`config.mk`:
```
export PLATFORM = sky130hd
export DESIGN_NAME = mem_arbiter
export DESIGN_NICKNAME = d
export VERILOG_FILES = /design/src/rtl/mem_arbiter.sv
export SDC_FILE = /design/constraint.sdc
export NUM_CORES = 1
export LEC_CHECK = 0
export ABC_AREA = 1
export CORE_ASPECT_RATIO = 1.25
export CORE_MARGIN = 8
export CORE_UTILIZATION = 44
export DETAILED_ROUTE_END_ITERATION = 8
export PLACE_DENSITY = 0.83
export SLEW_MARGIN = 30
export SYNTH_ARGS = -nofsm -noshare
export SYNTH_HDL_FRONTEND = slang
export SYNTH_SLANG_ARGS = --single-unit
```
`constraint.sdc`:
```
create_clock -name clk -period 7 [get_ports clk]
set_input_delay 2.1 -clock clk [delete_from_list [all_inputs] [get_ports clk]]
set_output_delay 2.1 -clock clk [all_outputs]
set_load 0.02 [all_outputs]
```
`src/rtl/mem_arbiter.sv`:
```
// Two-requester (fetch/data) single-port memory arbiter: IDLE -> ACCESS -> RESP.
// Define ARB_ROUND_ROBIN_EN for round-robin collision handling; default is data-over-fetch priority.
module mem_arbiter #(
  parameter int ADDR_W = 32,
  parameter int DATA_W = 32
) (
  input  logic              clk,
  input  logic              reset,
  input  logic              i_req,
  input  logic [ADDR_W-1:0] i_addr,
  output logic [DATA_W-1:0] i_rdata,
  output logic              i_ack,
  input  logic              d_req,
  input  logic              d_we,
  input  logic [ADDR_W-1:0] d_addr,
  input  logic [DATA_W-1:0] d_wdata,
  output logic [DATA_W-1:0] d_rdata,
  output logic              d_ack,
  output logic              mem_en,
  output logic              mem_we,
  output logic [ADDR_W-1:0] mem_addr,
  output logic [DATA_W-1:0] mem_wdata,
  input  logic [DATA_W-1:0] mem_rdata,
  output logic [1:0]        owner
);

  typedef enum logic [1:0] {IDLE, ACCESS, RESP} state_t;

  localparam logic [1:0] OWN_NONE  = 2'b00;
  localparam logic [1:0] OWN_FETCH = 2'b01;
  localparam logic [1:0] OWN_DATA  = 2'b10;

  state_t            state, state_nxt;
  logic              grant_i, grant_d;
  logic              wr;
  logic [DATA_W-1:0] i_rdata_q, d_rdata_q;

`ifdef ARB_ROUND_ROBIN_EN
  logic last_d;

  always_ff @(posedge clk or posedge reset) begin
    if (reset) last_d <= 1'b0;
    else if (grant_i || grant_d) last_d <= grant_d;
  end
`endif

  always_comb begin
    state_nxt = state;
    grant_i   = 1'b0;
    grant_d   = 1'b0;
    case (state)
      IDLE: begin
`ifdef ARB_ROUND_ROBIN_EN
        grant_d = d_req && (!i_req || !last_d);
`else
        grant_d = d_req;
`endif
        grant_i = i_req && !grant_d;
        if (grant_i || grant_d) state_nxt = ACCESS;
      end
      ACCESS:  state_nxt = RESP;
      RESP:    state_nxt = IDLE;
      default: state_nxt = IDLE;
    endcase
  end

  always_ff @(posedge clk or posedge reset) begin
    if (reset) state <= IDLE;
    else       state <= state_nxt;
  end

  always_ff @(posedge clk or posedge reset) begin
    if (reset) begin
      mem_en    <= 1'b0;
      mem_we    <= 1'b0;
      mem_addr  <= '0;
      mem_wdata <= '0;
      i_ack     <= 1'b0;
      d_ack     <= 1'b0;
      owner     <= OWN_NONE;
      wr        <= 1'b0;
      i_rdata_q <= '0;
      d_rdata_q <= '0;
    end else begin
      mem_en <= 1'b0;
      mem_we <= 1'b0;
      i_ack  <= 1'b0;
      d_ack  <= 1'b0;
      case (state)
        IDLE: begin
          if (grant_d) begin
            owner     <= OWN_DATA;
            mem_en    <= 1'b1;
            mem_we    <= d_we;
            wr        <= d_we;
            mem_addr  <= d_addr;
            mem_wdata <= d_wdata;
          end else if (grant_i) begin
            owner    <= OWN_FETCH;
            mem_en   <= 1'b1;
            wr       <= 1'b0;
            mem_addr <= i_addr;
          end
        end
        ACCESS: begin
          i_ack <= (owner == OWN_FETCH);
          d_ack <= (owner == OWN_DATA);
        end
        RESP: begin
          owner <= OWN_NONE;
          if (!wr) begin
            if (owner == OWN_FETCH) i_rdata_q <= mem_rdata;
            else                    d_rdata_q <= mem_rdata;
          end
        end
        default: owner <= OWN_NONE;
      endcase
    end
  end

  // Memory data only arrives during RESP, so the ack cycle forwards it while the
  // register captures it at the end of RESP and holds it afterwards.
  assign i_rdata = (i_ack && !wr) ? mem_rdata : i_rdata_q;
  assign d_rdata = (d_ack && !wr) ? mem_rdata : d_rdata_q;

endmodule
```
==> results by group <==
Synth
  • Mux cell area share after synthesis: 0%
  • Syn_area_per_cell: 7.51 µm²
  • #FFs+latches synth: between 100 and 150
  • Post-synthesis simple-gate area fraction: between 30% and 40%
  • Sequential fraction of the synthesis area: ~53%
  • Syn_nets: roughly 1,000
  • Syn. warnings: 0
  • Synth Area in Adders: 0%
  • Yosys cell types: 18
  • Compound-Gate Fraction of Synth Area: ~7.5%
  • Cell Area, Synth: 6510 µm²
  • Largest family of logic cells by synthesized area: simple AND/OR/NAND/NOR gates
  • Post-Syn Instances: a little under 900
  • Synth Area in XOR/XNOR: 0%

Routing
  • WL/cell: 15.8 µm
  • Via count of the routed design: 6,364
  • Routed Antenna Nets: 0
  • Via-per-instance ratio: 4.92
  • DRC: 0
  • Initial DRC count: ~500
  • WL final: a little over 20 mm
  • TritonRoute pass-1 iters: 5

Clock network
  • # Post-CTS Setup Buffers: 0
  • CTS Buf Count: 17
  • H-tree levels: 4
  • PostCTS Resize Cnt: 0
  • Clock insertion delay at the later pin of the skew report: 410 ps
  • Clk sink count: approximately 140
  • Clk slew on worst S/H paths: around 70 ps
  • CTS Buffer Depth: 2
  • CTS Root Cell: clkbuf_16
  • Hold_buf cts: 0
  • CTS tree: built

Global route
  • GR Layer Usage met2: between 30% and 40%
  • Grt total ovfl: 0
  • Pin count of the biggest net entering global routing: 78
  • Overall routing resource usage: between 20 and 25%
  • First-pass GRT wire length: between 30 and 40 mm
  • Met3 Usage GRT: 10.4%
  • Initial antenna violation count: 0
  • Met1 Usage GRT: 24.8%
  • Vias in the first global route: around 6,300
  • Busiest layer in global routing: met2

Floorplanning
  • Die Area: between 15,000 and 20,000 µm²
  • Vert. Die Dim: roughly 150 µm
  • Row cnt: 49
  • Initial core utilization: 45.2%
  • Boundary Pins: ~270
  • Die width: between 100 and 150 µm
  • Core area: around 14,000 µm²

Cells and area
  • Most frequent cells in the layout: nand2_1, clkdlybuf4s50_1, dfrtp_1
  • Layout cell share with drive strength beyond 1: 4.21%
  • Layout Nets: between 1,000 and 1,500
  • Final Cell Area: a little under 10,000 µm²
  • Commonest non-fill, non-tap cell in the layout: nand2_1
  • Area Overhead vs Synth: 49.8%
  • # diodes: 0
  • Fin cells: about 1,300

STA
  • Period utilization: between 80 and 90%
  • Fmax achieved: around 180 MHz
  • Fin Hold WS: between 400 and 500 ps
  • Final Hold Fails: 0
  • Post-Route Setup TNS: 0 ps
  • Slack of the critical path: about 1300 ps
  • Post-layout min period: between 5000 and 6000 ps
  • Unrepaired setup endpoints after global routing: no
  • Clock skew: 11.6 ps
  • Endpoints failing setup: 0
  • Max Slew Vio Count: 0
  • Slew HR: between 30 and 40%
  • Worst Tran Pin Value: 935 ps

Placed design
  • Area after DPL: 9200 µm²
  • Inst Count DP: ~1,300
  • DP Worst Slack: roughly 1300 ps
  • I/O Buffers: 266
  • RD Place Congestion: between 0.8 and 0.9
  • DP HPWL: approximately 14 mm

Pwr
  • Leak: ~5.0 nW
  • Peak supply drop: approximately 0.00029 V
  • Total power per unit cell area: 484 nW/µm²

Worst setup path
  • WP data arrival: about 3600 ps
  • Worst setup path class: primary input to output port
  • CP Max Fanout: 3
  • CP Launch Type: primary input
  • Worst Path Required: a little under 5000 ps
  • CP endpoint kind: output port

Status
  • Status: completed

Job
  • Max-cap violations: 0

Worst hold path
  • HP Class: register to register
## final timing paths
kind                       cells past startpoint           from            end  slack [ps]
setup / recovery                               4  mem_rdata[29]    i_rdata[29]        1340
hold / removal                                 2  mem_wdata[30]  mem_wdata[30]         470
setup reg to reg                               5       state[0]  i_rdata_q[11]        4570
hold reg to reg                                2  mem_wdata[30]  mem_wdata[30]         470
max in group asynchronous                      3          reset  d_rdata_q[23]        3540
min in group asynchronous                      2          reset    mem_addr[5]        2180
## metal layers
metal	vias to the layer above	part of all wire (%)
li1	3171	-
met2	256	47
met5	-	0
met3	22	12
met4	0	1.7
met1	2915	40
## cells in the mapped netlist
cell | count | area [µm²]
nand3_2 | 1 | 10.0
inv_2 | 1 | 3.75
o21ai_1 | 32 | 160
dfrtp_1 | 137 | 3430
buf_4 | 8 | 60.1
nor2_1 | 67 | 251
o21ai_0 | 65 | 325
nor2_8 | 1 | 20.0
buf_2 | 24 | 120
clkbuf_1 | 18 | 67.6
nand2_2 | 2 | 12.5
nand4_1 | 32 | 200
inv_1 | 74 | 278
nand3_1 | 34 | 170
nand2_1 | 364 | 1370
nor3_1 | 1 | 5.00
nor2_4 | 1 | 11.3
buf_1 | 5 | 18.8
## sequential cells by signal (all words and copies together) (netlist names)
| signal | count |
|---|---|
| d_rdata_q | 32 |
| i_rdata_q | 32 |
| mem_addr | 32 |
| mem_wdata | 32 |
| owner | 2 |
| state | 2 |
| d_ack | 1 |
| i_ack | 1 |
| mem_en | 1 |
| mem_we | 1 |
| wr | 1 |
## final cells by class
cell class,instances,area [µm²]
multi-input combinational,600,2560
inverter,75,287
sequential,137,3430
timing repair buffer,272,2710
tap,178,223
fill,1188,4660
clock inverter,13,95.1
clock buffer,19,453
## kinds of logic after synthesis
kind of cell,Yosys count
simple gates,503
flops,137
buf+inv,130
compound gates,97
## report_power, final
| part | internal, mW | switching, mW | total (mW) |
|---|---|---|---|
| clock network | 0.474 | 0.344 | 0.818 |
| registers | 1.17 | 0.213 | 1.39 |
| logic | 1.05 | 1.47 | 2.52 |
| total | 2.70 | 2.02 | 4.72 |
## worst max-delay path: stages
cell             delay, ps
clkdlybuf4s50_1        490
inv_1                   70
o21ai_0                240
clkdlybuf4s50_1        660
## stage by stage
stage	utilization, %	power (mW)
2_1_floorplan	-	2.78
3_3_place_gp	63.7	3.89
3_5_place_dp	63.9	3.93
4_1_cts	67.7	4.78
5_1_grt	67.7	5.06
6_report	67.7	4.72
No activity file was read; power rests on OpenSTA's default activity.
